$ cat src/rtl/countdown_pkg.sv
// Shared types and constants for the N-digit BCD countdown timer.
// Latency: none (declarations only).
// Backpressure: none (declarations only).
package countdown_pkg;

    // Controller states
    typedef enum logic [1:0] {
        IDLE    = 2'd0,
        RUN     = 2'd1,
        PAUSED  = 2'd2,
        EXPIRED = 2'd3
    } state_t;

    // Active-high seven-segment patterns for 0..9, bit order {g,f,e,d,c,b,a}
    localparam logic [6:0] SEG_PATTERN [0:9] = '{
        7'h3F, 7'h06, 7'h5B, 7'h4F, 7'h66,
        7'h6D, 7'h7D, 7'h07, 7'h7F, 7'h6F
    };

    localparam logic [6:0] SEG_BLANK = 7'h00;

    // Non-BCD digits saturate to 9 so the count can never hold an undecodable value
    function automatic logic [3:0] clamp_digit(input logic [3:0] d);
        return (d > 4'd9) ? 4'd9 : d;
    endfunction

endpackage

$ cat src/rtl/countdown_timer_n_if.sv
// Control/display bundle between button logic, the timer, and the display/buzzer pins.
// Latency: none (wiring only).
// Backpressure: none; controls are single-cycle pulses, outputs are levels.
//   master: drives start/pause/load/load_value, observes seg/beep/done/running
//   slave : the timer itself
interface countdown_timer_n_if #(
    parameter int DIGITS = 2
);
    logic                  start;
    logic                  pause;
    logic                  load;
    logic [4*DIGITS-1:0]   load_value;
    logic [7*DIGITS-1:0]   seg;
    logic                  beep;
    logic                  done;
    logic                  running;

    modport master (
        output start, pause, load, load_value,
        input  seg, beep, done, running
    );

    modport slave (
        input  start, pause, load, load_value,
        output seg, beep, done, running
    );
endinterface

$ cat src/rtl/countdown_timer_n_bcd_to_seg.sv
// One-digit BCD to seven-segment decoder, optional output inversion for common-anode parts.
// Latency: combinational.
// Backpressure: none.
//   i_bcd : 4-bit BCD digit
//   o_seg : {g,f,e,d,c,b,a}, blank for codes above 9
module bcd_to_seg
    import countdown_pkg::*;
#(
    parameter bit ACT_LOW = 1'b1
) (
    input  logic [3:0] i_bcd,
    output logic [6:0] o_seg
);

    logic [6:0] w_pat;

    always_comb begin
        w_pat = SEG_BLANK;
        if (i_bcd <= 4'd9) begin
            w_pat = SEG_PATTERN[i_bcd];
        end
    end

    assign o_seg = ACT_LOW ? ~w_pat : w_pat;

endmodule

$ cat src/rtl/countdown_timer_n.sv
// N-digit BCD countdown timer: prescaled tick, run-time load, start/pause/restart, sticky done, bounded beep.
// Latency: count/state/running/done/beep registered; seg is a combinational decode of the count register.
// Backpressure: none; start/pause/load are sampled every cycle with priority load > pause > start.
//   i_clock, i_reset : clock and synchronous active-high reset
//   io_bus           : start/pause/load/load_value in, seg/beep/done/running out
module countdown_timer_n
    import countdown_pkg::*;
#(
    parameter int                  DIGITS      = 2,
    parameter int                  TICK_DIV    = 50,
    parameter logic [4*DIGITS-1:0] START_VALUE = 'h10,
    parameter int                  BEEP_CYCLES = 10,
    parameter bit                  SEG_ACT_LOW = 1'b1
) (
    input  logic                 i_clock,
    input  logic                 i_reset,
    countdown_timer_n_if.slave   io_bus
);

    // A one-clock tick still needs a 1-bit prescaler that simply stays at its last value
    localparam int PW = (TICK_DIV > 1) ? $clog2(TICK_DIV) : 1;
    localparam int BW = $clog2(BEEP_CYCLES + 1);

    localparam logic [PW-1:0] PRE_LAST  = PW'(TICK_DIV - 1);
    localparam logic [BW-1:0] BEEP_LAST = BW'(BEEP_CYCLES - 1);

    state_t              r_state;
    logic [4*DIGITS-1:0] r_count;
    logic [4*DIGITS-1:0] r_preset;
    logic [PW-1:0]       r_pre;
    logic [BW-1:0]       r_beep_cnt;
    logic                r_beep;
    logic                r_done;
    logic                r_running;

    logic [4*DIGITS-1:0] w_load_clamped;
    logic [4*DIGITS-1:0] w_count_dec;
    logic                w_borrow;
    logic                w_count_zero;
    logic                w_dec_zero;
    logic                w_preset_zero;
    logic [7*DIGITS-1:0] w_seg;

    always_comb begin
        w_load_clamped = '0;
        for (int i = 0; i < DIGITS; i++) begin
            w_load_clamped[4*i +: 4] = clamp_digit(io_bus.load_value[4*i +: 4]);
        end
    end

    // BCD decrement: borrow ripples upward from the least significant digit
    always_comb begin
        w_borrow    = 1'b1;
        w_count_dec = r_count;
        for (int i = 0; i < DIGITS; i++) begin
            if (w_borrow) begin
                if (r_count[4*i +: 4] == 4'd0) begin
                    w_count_dec[4*i +: 4] = 4'd9;
                end else begin
                    w_count_dec[4*i +: 4] = r_count[4*i +: 4] - 4'd1;
                    w_borrow              = 1'b0;
                end
            end
        end
    end

    assign w_count_zero  = (r_count == '0);
    assign w_dec_zero    = (w_count_dec == '0);
    assign w_preset_zero = (r_preset == '0);

    always_ff @(posedge i_clock) begin
        if (i_reset) begin
            r_state    <= IDLE;
            r_count    <= START_VALUE;
            r_preset   <= START_VALUE;
            r_pre      <= '0;
            r_beep_cnt <= '0;
            r_beep     <= 1'b0;
            r_done     <= 1'b0;
            r_running  <= 1'b0;
        end else if (io_bus.load) begin
            r_state    <= IDLE;
            r_count    <= w_load_clamped;
            r_preset   <= w_load_clamped;
            r_pre      <= '0;
            r_beep_cnt <= '0;
            r_beep     <= 1'b0;
            r_done     <= 1'b0;
            r_running  <= 1'b0;
        end else begin
            case (r_state)
                IDLE: begin
                    if (io_bus.start) begin
                        r_pre <= '0;
                        if (w_count_zero) begin
                            r_state    <= EXPIRED;
                            r_done     <= 1'b1;
                            r_beep     <= 1'b1;
                            r_beep_cnt <= BEEP_LAST;
                        end else begin
                            r_state   <= RUN;
                            r_running <= 1'b1;
                        end
                    end
                end

                RUN: begin
                    if (io_bus.pause) begin
                        r_state   <= PAUSED;
                        r_running <= 1'b0;
                    end else if (r_pre == PRE_LAST) begin
                        r_pre <= '0;
                        // Zero guard keeps the count from wrapping even if RUN is entered at 0
                        if (!w_count_zero) begin
                            r_count <= w_count_dec;
                            if (w_dec_zero) begin
                                r_state    <= EXPIRED;
                                r_running  <= 1'b0;
                                r_done     <= 1'b1;
                                r_beep     <= 1'b1;
                                r_beep_cnt <= BEEP_LAST;
                            end
                        end
                    end else begin
                        r_pre <= r_pre + PW'(1);
                    end
                end

                PAUSED: begin
                    if (io_bus.start) begin
                        r_state   <= RUN;
                        r_running <= 1'b1;
                    end
                end

                EXPIRED: begin
                    if (io_bus.start) begin
                        r_count <= r_preset;
                        r_pre   <= '0;
                        // A zero preset would leave RUN stuck at 0, so restart straight into a fresh expiry
                        if (w_preset_zero) begin
                            r_done     <= 1'b1;
                            r_beep     <= 1'b1;
                            r_beep_cnt <= BEEP_LAST;
                        end else begin
                            r_state   <= RUN;
                            r_running <= 1'b1;
                            r_done    <= 1'b0;
                            r_beep    <= 1'b0;
                        end
                    end else if (r_beep) begin
                        // beep_cnt holds the remaining high cycles after the current one
                        if (r_beep_cnt == '0) begin
                            r_beep <= 1'b0;
                        end else begin
                            r_beep_cnt <= r_beep_cnt - BW'(1);
                        end
                    end
                end

                default: begin
                    r_state <= IDLE;
                end
            endcase
        end
    end

    for (genvar g = 0; g < DIGITS; g++) begin : g_digit
        bcd_to_seg #(
            .ACT_LOW (SEG_ACT_LOW)
        ) u_bcd_to_seg (
            .i_bcd (r_count[4*g +: 4]),
            .o_seg (w_seg[7*g +: 7])
        );
    end

    assign io_bus.seg     = w_seg;
    assign io_bus.beep    = r_beep;
    assign io_bus.done    = r_done;
    assign io_bus.running = r_running;

endmodule
$ cat src/flat_wrapper.sv
// flat-port wrapper written by rule: the top's interface ports become plain ports
module countdown_timer_n_flat import countdown_pkg::*;
#(
    parameter int                  DIGITS      = 2,
    parameter int                  TICK_DIV    = 50,
    parameter logic [4*DIGITS-1:0] START_VALUE = 'h10,
    parameter int                  BEEP_CYCLES = 10,
    parameter bit                  SEG_ACT_LOW = 1'b1
)
  (i_clock, i_reset, io_bus_start, io_bus_pause, io_bus_load, io_bus_load_value, io_bus_seg, io_bus_beep, io_bus_done, io_bus_running);
  countdown_timer_n_if #(.DIGITS(DIGITS)) io_bus_i ();
  input  logic i_clock;
  input  logic i_reset;
  input wire logic [$bits(io_bus_i.start)-1:0] io_bus_start;
  input wire logic [$bits(io_bus_i.pause)-1:0] io_bus_pause;
  input wire logic [$bits(io_bus_i.load)-1:0] io_bus_load;
  input wire logic [$bits(io_bus_i.load_value)-1:0] io_bus_load_value;
  output wire logic [$bits(io_bus_i.seg)-1:0] io_bus_seg;
  output wire logic [$bits(io_bus_i.beep)-1:0] io_bus_beep;
  output wire logic [$bits(io_bus_i.done)-1:0] io_bus_done;
  output wire logic [$bits(io_bus_i.running)-1:0] io_bus_running;
  assign io_bus_i.start = io_bus_start;
  assign io_bus_i.pause = io_bus_pause;
  assign io_bus_i.load = io_bus_load;
  assign io_bus_i.load_value = io_bus_load_value;
  assign io_bus_seg = io_bus_i.seg;
  assign io_bus_beep = io_bus_i.beep;
  assign io_bus_done = io_bus_i.done;
  assign io_bus_running = io_bus_i.running;
  countdown_timer_n #(.DIGITS(DIGITS), .TICK_DIV(TICK_DIV), .START_VALUE(START_VALUE), .BEEP_CYCLES(BEEP_CYCLES), .SEG_ACT_LOW(SEG_ACT_LOW)) u_core (.i_clock(i_clock), .i_reset(i_reset), .io_bus(io_bus_i));
endmodule
$ cat config.mk
export PLATFORM = sky130hd
export DESIGN_NAME = countdown_timer_n_flat
export DESIGN_NICKNAME = d
export VERILOG_FILES = /design/src/rtl/countdown_pkg.sv /design/src/rtl/countdown_timer_n_if.sv /design/src/rtl/countdown_timer_n_bcd_to_seg.sv /design/src/rtl/countdown_timer_n.sv /design/src/flat_wrapper.sv
export SDC_FILE = /design/constraint.sdc
export NUM_CORES = 1
export LEC_CHECK = 0
export CORE_MARGIN = 2
export CORE_UTILIZATION = 54
export CTS_CLUSTER_SIZE = 30
export DETAILED_ROUTE_END_ITERATION = 8
export GPL_ROUTABILITY_DRIVEN = 1
export PLACE_DENSITY = 0.78
export REMOVE_ABC_BUFFERS = 1
export SYNTH_ARGS = -nofsm -noshare
export SYNTH_HDL_FRONTEND = slang
export SYNTH_HIERARCHICAL = 1
export SYNTH_SLANG_ARGS = --single-unit
$ cat constraint.sdc
create_clock -name i_clock -period 2.5 [get_ports i_clock]
set_input_delay 0.5 -clock i_clock [delete_from_list [all_inputs] [get_ports i_clock]]
set_output_delay 0.5 -clock i_clock [all_outputs]
set_load 0.005 [all_outputs]
======== Yosys cells after proc, flatten, opt, wreduce, memory -nomap -nowiden ========
Memories as Yosys holds them, arrays and structs flattened.
Index checks and enable logic that the tools add are counted.
word-level totals
  register bits after elaboration ......... 31
  memory bits (read-only) ................. 224
  bits of input ports ..................... 13
  output and inout bits ................... 17
  logic and storage cells ................. 134
  memories kept ........................... 2
operators by class
  $add $sub $neg .......................... 4
  magnitude comparators ................... 6
  eq/ne operators ......................... 25
  muxes and demuxes ....................... 66
  bitwise operators ....................... 4
  reduce and logical (&&, ||, !) cells .... 19
memories
  memory            depth  width  rd ports  clocked after memory_dff  wr ports  line                                text
  (name not given)  16     7      1         0                         0         countdown_timer_n_bcd_to_seg.sv:20  w_pat = SEG_PATTERN[i_bcd];
  (name not given)  16     7      1         0                         0         countdown_timer_n_bcd_to_seg.sv:20
operators with widths
  cell                                                                 number
  4-bit two-way mux                                                    15
  7-bit two-way mux                                                    6
  8-bit two-way mux                                                    5
  8-bit zero test                                                      3
  1-bit two-way mux                                                    21
  2-bit two-way mux                                                    9
  6-bit two-way mux                                                    3
  8-bit one-hot mux with 2 select lines                                1
  8-bit AND reduction                                                  2
  3-bit by 2-bit != test with 1-bit output (second input constant)     5
  3-bit != test (second input constant)                                5
  2-bit != test (second input constant)                                7
  7-bit inverter                                                       2
  7-bit AND reduction                                                  2
  4-bit zero test                                                      3
  4-bit one-hot mux with 3 select lines                                1
  6-bit one-hot mux with 2 select lines                                1
  4-bit by 1-bit subtractor with 4-bit output (second input constant)  3
  5-bit greater-or-equal comparator (second input constant)            2
  4-bit inverter with 5-bit output                                     2
  10-bit AND reduction                                                 1
  4-bit > comparator (second input constant)                           2
  4-bit <= comparator (second input constant)                          2
  2-bit by 1-bit != test with 1-bit output (second input constant)     4
  13 further kinds                                                     17

======== Longest topological paths before layout ========
  depth in word-level cells ............... 9
  depth in mapped cells ................... 9
  mapped depth without buffers ............ 8

======== Cells and area by module ========
The synthesis kept the hierarchy.
modules (own cells, without submodules)
  module             instances  cells each  area an instance (µm²)  seq. area each (µm²)
  countdown_timer_n  1          236         1,900.6                 620.6
  bcd_to_seg         2          30          254.0                   0.0

======== Least setup slack after synthesis ========
OpenSTA, ideal clock, no wires.
  path type ............................... flip-flop to flip-flop
  start ................................... register u_core.r_count[0]
  end ..................................... register u_core.r_count[3]
  setup time .............................. 0.142 ns
  arrival time ............................ 1.747 ns
  data required time ...................... 2.358 ns
  setup slack ............................. 0.611 ns
  stages on the path, launching flop included .. 9
  cell sequence ........................... dfxtp_1 -> buf_6 -> nor4_4 -> and2_4 -> o32ai_2 -> and2_1 -> buf_6 -> nor3_1 -> a2111oi_2
on the way
  longest elaborated chain between the ends .. 7
  elaborated cells between the ends (all ways) .. 11
ends and longest elaborated chain
  what                                                                                   line                                              text
  start, declared                                                                        countdown_timer_n.sv:28                           logic [4*DIGITS-1:0] r_count;
  start signal, assigned                                                                 countdown_timer_n.sv:83                           r_count <= w_load_clamped;
  start signal, assigned                                                                 countdown_timer_n.sv:115                          r_count <= w_count_dec;
  start signal, assigned                                                                 countdown_timer_n.sv:138                          r_count <= r_preset;
  4-bit by 1-bit subtractor with 4-bit output / 4-bit zero test (equally long branches)  countdown_timer_n.sv:60, countdown_timer_n.sv:57
  4-bit two-way mux                                                                      countdown_timer_n.sv:57                           if (r_count[4*i +: 4] == 4'd0) begin
  8-bit two-way mux                                                                      countdown_timer_n.sv:114                          if (!w_count_zero) begin
  8-bit two-way mux                                                                      countdown_timer_n.sv:111                          end else if (r_pre == PRE_LAST) begin
  8-bit two-way mux                                                                      countdown_timer_n.sv:108                          if (io_bus.pause) begin
  8-bit one-hot mux with 2 select lines                                                  countdown_timer_n.sv:91                           case (r_state)
  8-bit two-way mux                                                                      countdown_timer_n.sv:81                           end else if (io_bus.load) begin
Parallel ways exist; a longest one is shown, timed or not. The select of a mux whose other input is x is not followed.
A chain may end at the register's enable or synchronous reset.

======== Worst setup path in the final report ========
  start ................................... register u_core.r_count[0]
  end ..................................... output io_bus_seg[3]
on the way
  longest elaborated chain between the ends .. 6
  elaborated cells between the ends (all ways) .. 7
ends and longest elaborated chain
  what                                                    line                                text
  4-bit inverter with 5-bit output (implied by the code)  countdown_timer_n_bcd_to_seg.sv:20
  memory 16 x 7 bit                                       --
  7-bit two-way mux (implied by the code) (2 in a row)    countdown_timer_n_bcd_to_seg.sv:20
  7-bit two-way mux (*)                                   countdown_timer_n_bcd_to_seg.sv:19  if (i_bcd <= 4'd9) begin
  7-bit inverter (*)                                      countdown_timer_n_bcd_to_seg.sv:24  assign o_seg = ACT_LOW ? ~w_pat : w_pat;
  end, declared                                           flat_wrapper.sv:18                  output wire logic [$bits(io_bus_i.seg)-1:0] io_bus_seg;
Mark *: on every way between the ends. The rest lies on a longest branch, timed or not. The select of a mux whose other input is x is not followed.

==> implementation parameters <==
Parameter                              Value

Synthesis
  Post-synthesis instance total ... 296
  XOR/XNOR Fraction of Synth Area ... 0%
  FFs w/ async S/R, synth ... 0%
  Synth unique cells ... 60
  Proportion of synthesized chip area in sequential cells ... 25.8%
  Cell area after synthesis ... 2410 um2
  Largest family of logic cells by synthesized area ... compound AO/OA/AOI/OAI gates
  Count of yosys warnings during synthesis ... 6
  Synthesized-area fraction occupied by adder cells ... 10.9%
  Average footprint of a synthesized cell ... 8.14 um2
  Most common flop cell mapped by yosys ... dfxtp_1
  Portion of netlist area occupied by mux cells ... 1.66%
  Number of synthesized flops with an enable pin ... 0
  Synth Area in Simple Gates ... 26.6%
  Synth Area in Compound Gates ... 28.0%
  Number of storage elements in the synthesis netlist ... 31

GRT
  Vias in the first global route ... 2,196
  Initial antenna violation count ... 0
  Pin count of the biggest net entering global routing ... 19
  Total GRT Usage ... 23.1%
  Grt ovf ... 0
  First-pass GRT wire length ... 9.63 mm

Power and ir drop
  Pwr/cell area ... 455 nW/um2
  Peak ir drop on the vdd network ... 0.336 mV
  Static leakage ... 1.10 nW

Hold path
  Hold Path End ... u_core/r_preset[5]
  Type of the most critical hold path ... reg2reg
  Launch point of the worst hold path ... u_core/r_preset[5]
  Cell count of the worst hold path ... 2

Clock network
  Clock edge transition at the registers on the reported setup and hold paths ... 60 ps
  Resized Gates After CTS ... 10
  Buffer levels on the longest clock path ... 2
  CTS tree ... done
  Total number of clock tree sinks ... 31
  Num CTS Buffers ... 5
  Worst-Skew Late Latency ... 280 ps
  Root Buffer Master ... clkbuf_8
  # Post-CTS Setup Buffers ... 0
  Hold buffer count at CTS ... 0
  CTS HTree Levels ... 2

Routing
  Detailed router's first-iteration violation count ... 148
  Via count ... 2,254
  Drc violations ... 0
  Detail-routed net length per standard cell ... 13.9 um
  Final wirelength ... 5.34 mm
  DRT antenna net count ... 0
  First-pass iteration count of the detailed router ... 5
  Avg Vias per Cell ... 5.89

Cells and area
  Most common cell after layout, fill and taps aside ... nor2_1
  Layout Utilization ... 66.2%
  N_diodes ... 0
  Fillers ... 391
  Final layout net count ... 365
  Highest-count cells in the layout ignoring fill and taps ... nor2_1 (29), dfxtp_1 (28), nand2_1 (24), o21ai_0 (24), a21oi_1 (21)
  Layout cell share with drive strength beyond 1 ... 14.8%
  Area Overhead vs Synth ... 18.9%

Worst setup path
  Register-to-register setup slack ... 310 ps
  Cell family contributing the most delay on the critical path ... buffers and inverters
  List of cells traversed by the critical path ... inv_2 -> ha_2 -> and3b_1 -> a211oi_2 -> clkdlybuf4s50_1
  Max incr delay on CP ... 520 ps
  Reg2reg end ... u_core/r_count[1]
  CP Data Arrival Time ... 1900 ps
  Cell with the biggest individual delay on the critical path ... clkdlybuf4s50_1
  Maximum net fanout on the critical path ... 6
  Startpoint types ... register
  R2R Path Start ... u_core/r_state[1]
  Critical Path Sink Type ... output pin
  Number of cells traversed by the worst register-to-register path ... 7
  Buffer and inverter count on the worst path ... 2
  Required time at the endpoint of the critical path ... 2000 ps
  Class of the most critical setup path ... reg2out

Floorplanning
  Number of rows in the core area ... 24
  Die area ... 5010 um2
  Initial cell density of the core ... 55.7%
  Die height ... 70.8 um
  Width of the die ... 70.8 um
  Floorplan Core Area ... 4320 um2
  # IOs ... 30

STA
  Fin Hold WS ... 477 ps
  Unrepaired setup endpoints after global routing ... no
  Hold Fails Final Rpt ... 0
  Final clock skew ... 4.29 ps
  Shortest period the worst path allows ... 2400 ps
  Max frequency ... 417 MHz
  Share of the clock period used by the worst path ... 95.9%
  Max-slew violation total from the final report ... 0
  Setup-failing EPs final ... 0
  Rel. slew slack ... 65.7%
  Worst Max-Slew Pin Slew ... 514 ps
  Fin Setup TNS ... 0 ps

Status
  Status ... finished, final reports clean

Placed design
  Routability congestion estimate ... 0.870
  HPWL reported at the end of detailed placement ... 3.88 mm
  Number of I/O port buffers ... 29

Job
  Max-capacitance violation count ... 0
layer usage:
layer  up-vias  share of wire [%]  GRT usage [%]
li1       1143                  -              -
met2        50                 49           39.4
met5         -                  0              0
met3         6                4.3           4.56
met4         0               0.99           8.81
met1      1055                 46           28.9
flip-flops by register name (all words and copies together) (netlist names):
| name | cells |
|---|---|
| u_core/r_beep_cnt | 4 |
| u_core/io_bus.running | 1 |
| u_core/r_count | 8 |
| u_core/io_bus.done | 1 |
| u_core/io_bus.beep | 1 |
| u_core/r_pre | 6 |
| u_core/r_state | 2 |
| u_core/r_preset | 8 |
metrics by stage:
step,instance area [um2],total power [mW],cells,setup WS (ps)
4_1_cts,2860,1.31,383,23.3
6_report,2860,1.30,383,101
3_5_place_dp,2780,0.925,376,188
5_1_grt,2860,1.38,383,3.35
3_3_place_gp,2780,0.919,376,230
2_1_floorplan,2320,0.767,282,572
power breakdown:
group	internal [mW]	total (mW)	switching [mW]
sequential	0.517	0.551	0.0343
combinational	0.177	0.354	0.177
clock	0.216	0.398	0.182
Yosys cell counts, drive strengths merged (4+ instances only):
cell / n / share of area, %
a21oi: 22 / 4.7
a211oi: 7 / 2.6
ha: 21 / 11
inv: 21 / 3.3
nor3b: 10 / 3.1
and2: 4 / 1.3
clkbuf: 6 / 0.93
o21ai: 24 / 5.0
mux2i: 4 / 1.7
o21a: 4 / 1.9
nor4: 4 / 2.3
a311oi: 7 / 3.3
nor3: 5 / 1.0
nor2b: 4 / 1.0
nand3: 12 / 2.5
nor2: 29 / 4.5
nand2: 25 / 4.0
dfxtp: 31 / 26
buf: 8 / 2.6
kinds of logic after synthesis:
group                    Yosys count
multiplexers                       4
AO/OA/AOI/OAI                     89
flip-flops                        31
adder cells (fa/ha/maj)           21
AND/OR/NAND/NOR                  115
buffers and inverters             36
worst min-delay path: cells and delay by family (launching register included):
kind,cells,cell delay (ps)
and+or+nand+nor,1,60
DFF,1,330
AOI/OAI and AO/OA,1,50
how the worst max path moves through the flow:
| stage | cells after the start | start | endpoint |
|---|---|---|---|
| floorplan | 4 | u_core/r_count[0] | io_bus_seg[4] |
| global placement | 5 | u_core/r_count[0] | io_bus_seg[0] |
| detailed placement | 5 | u_core/r_count[0] | io_bus_seg[0] |
| CTS | 5 | u_core/r_count[0] | io_bus_seg[3] |
| global route | 3 | u_core/r_count[7] | io_bus_seg[8] |
| finish | 5 | u_core/r_count[0] | io_bus_seg[3] |
area by class of cell:
type                            instances  area [um2]  share of cell area (%)
Sequential cell                        31         624                    21.8
Clock buffer                            6        82.6                    2.88
Timing Repair Buffer                   42         380                    13.3
Inverter                               22        82.6                    2.88
Clock inverter                          1        5.00                   0.175
Tap cell                               52        65.1                    2.27
Multi-Input combinational cell        229        1620                    56.7
No activity file was read; power rests on OpenSTA's default activity.
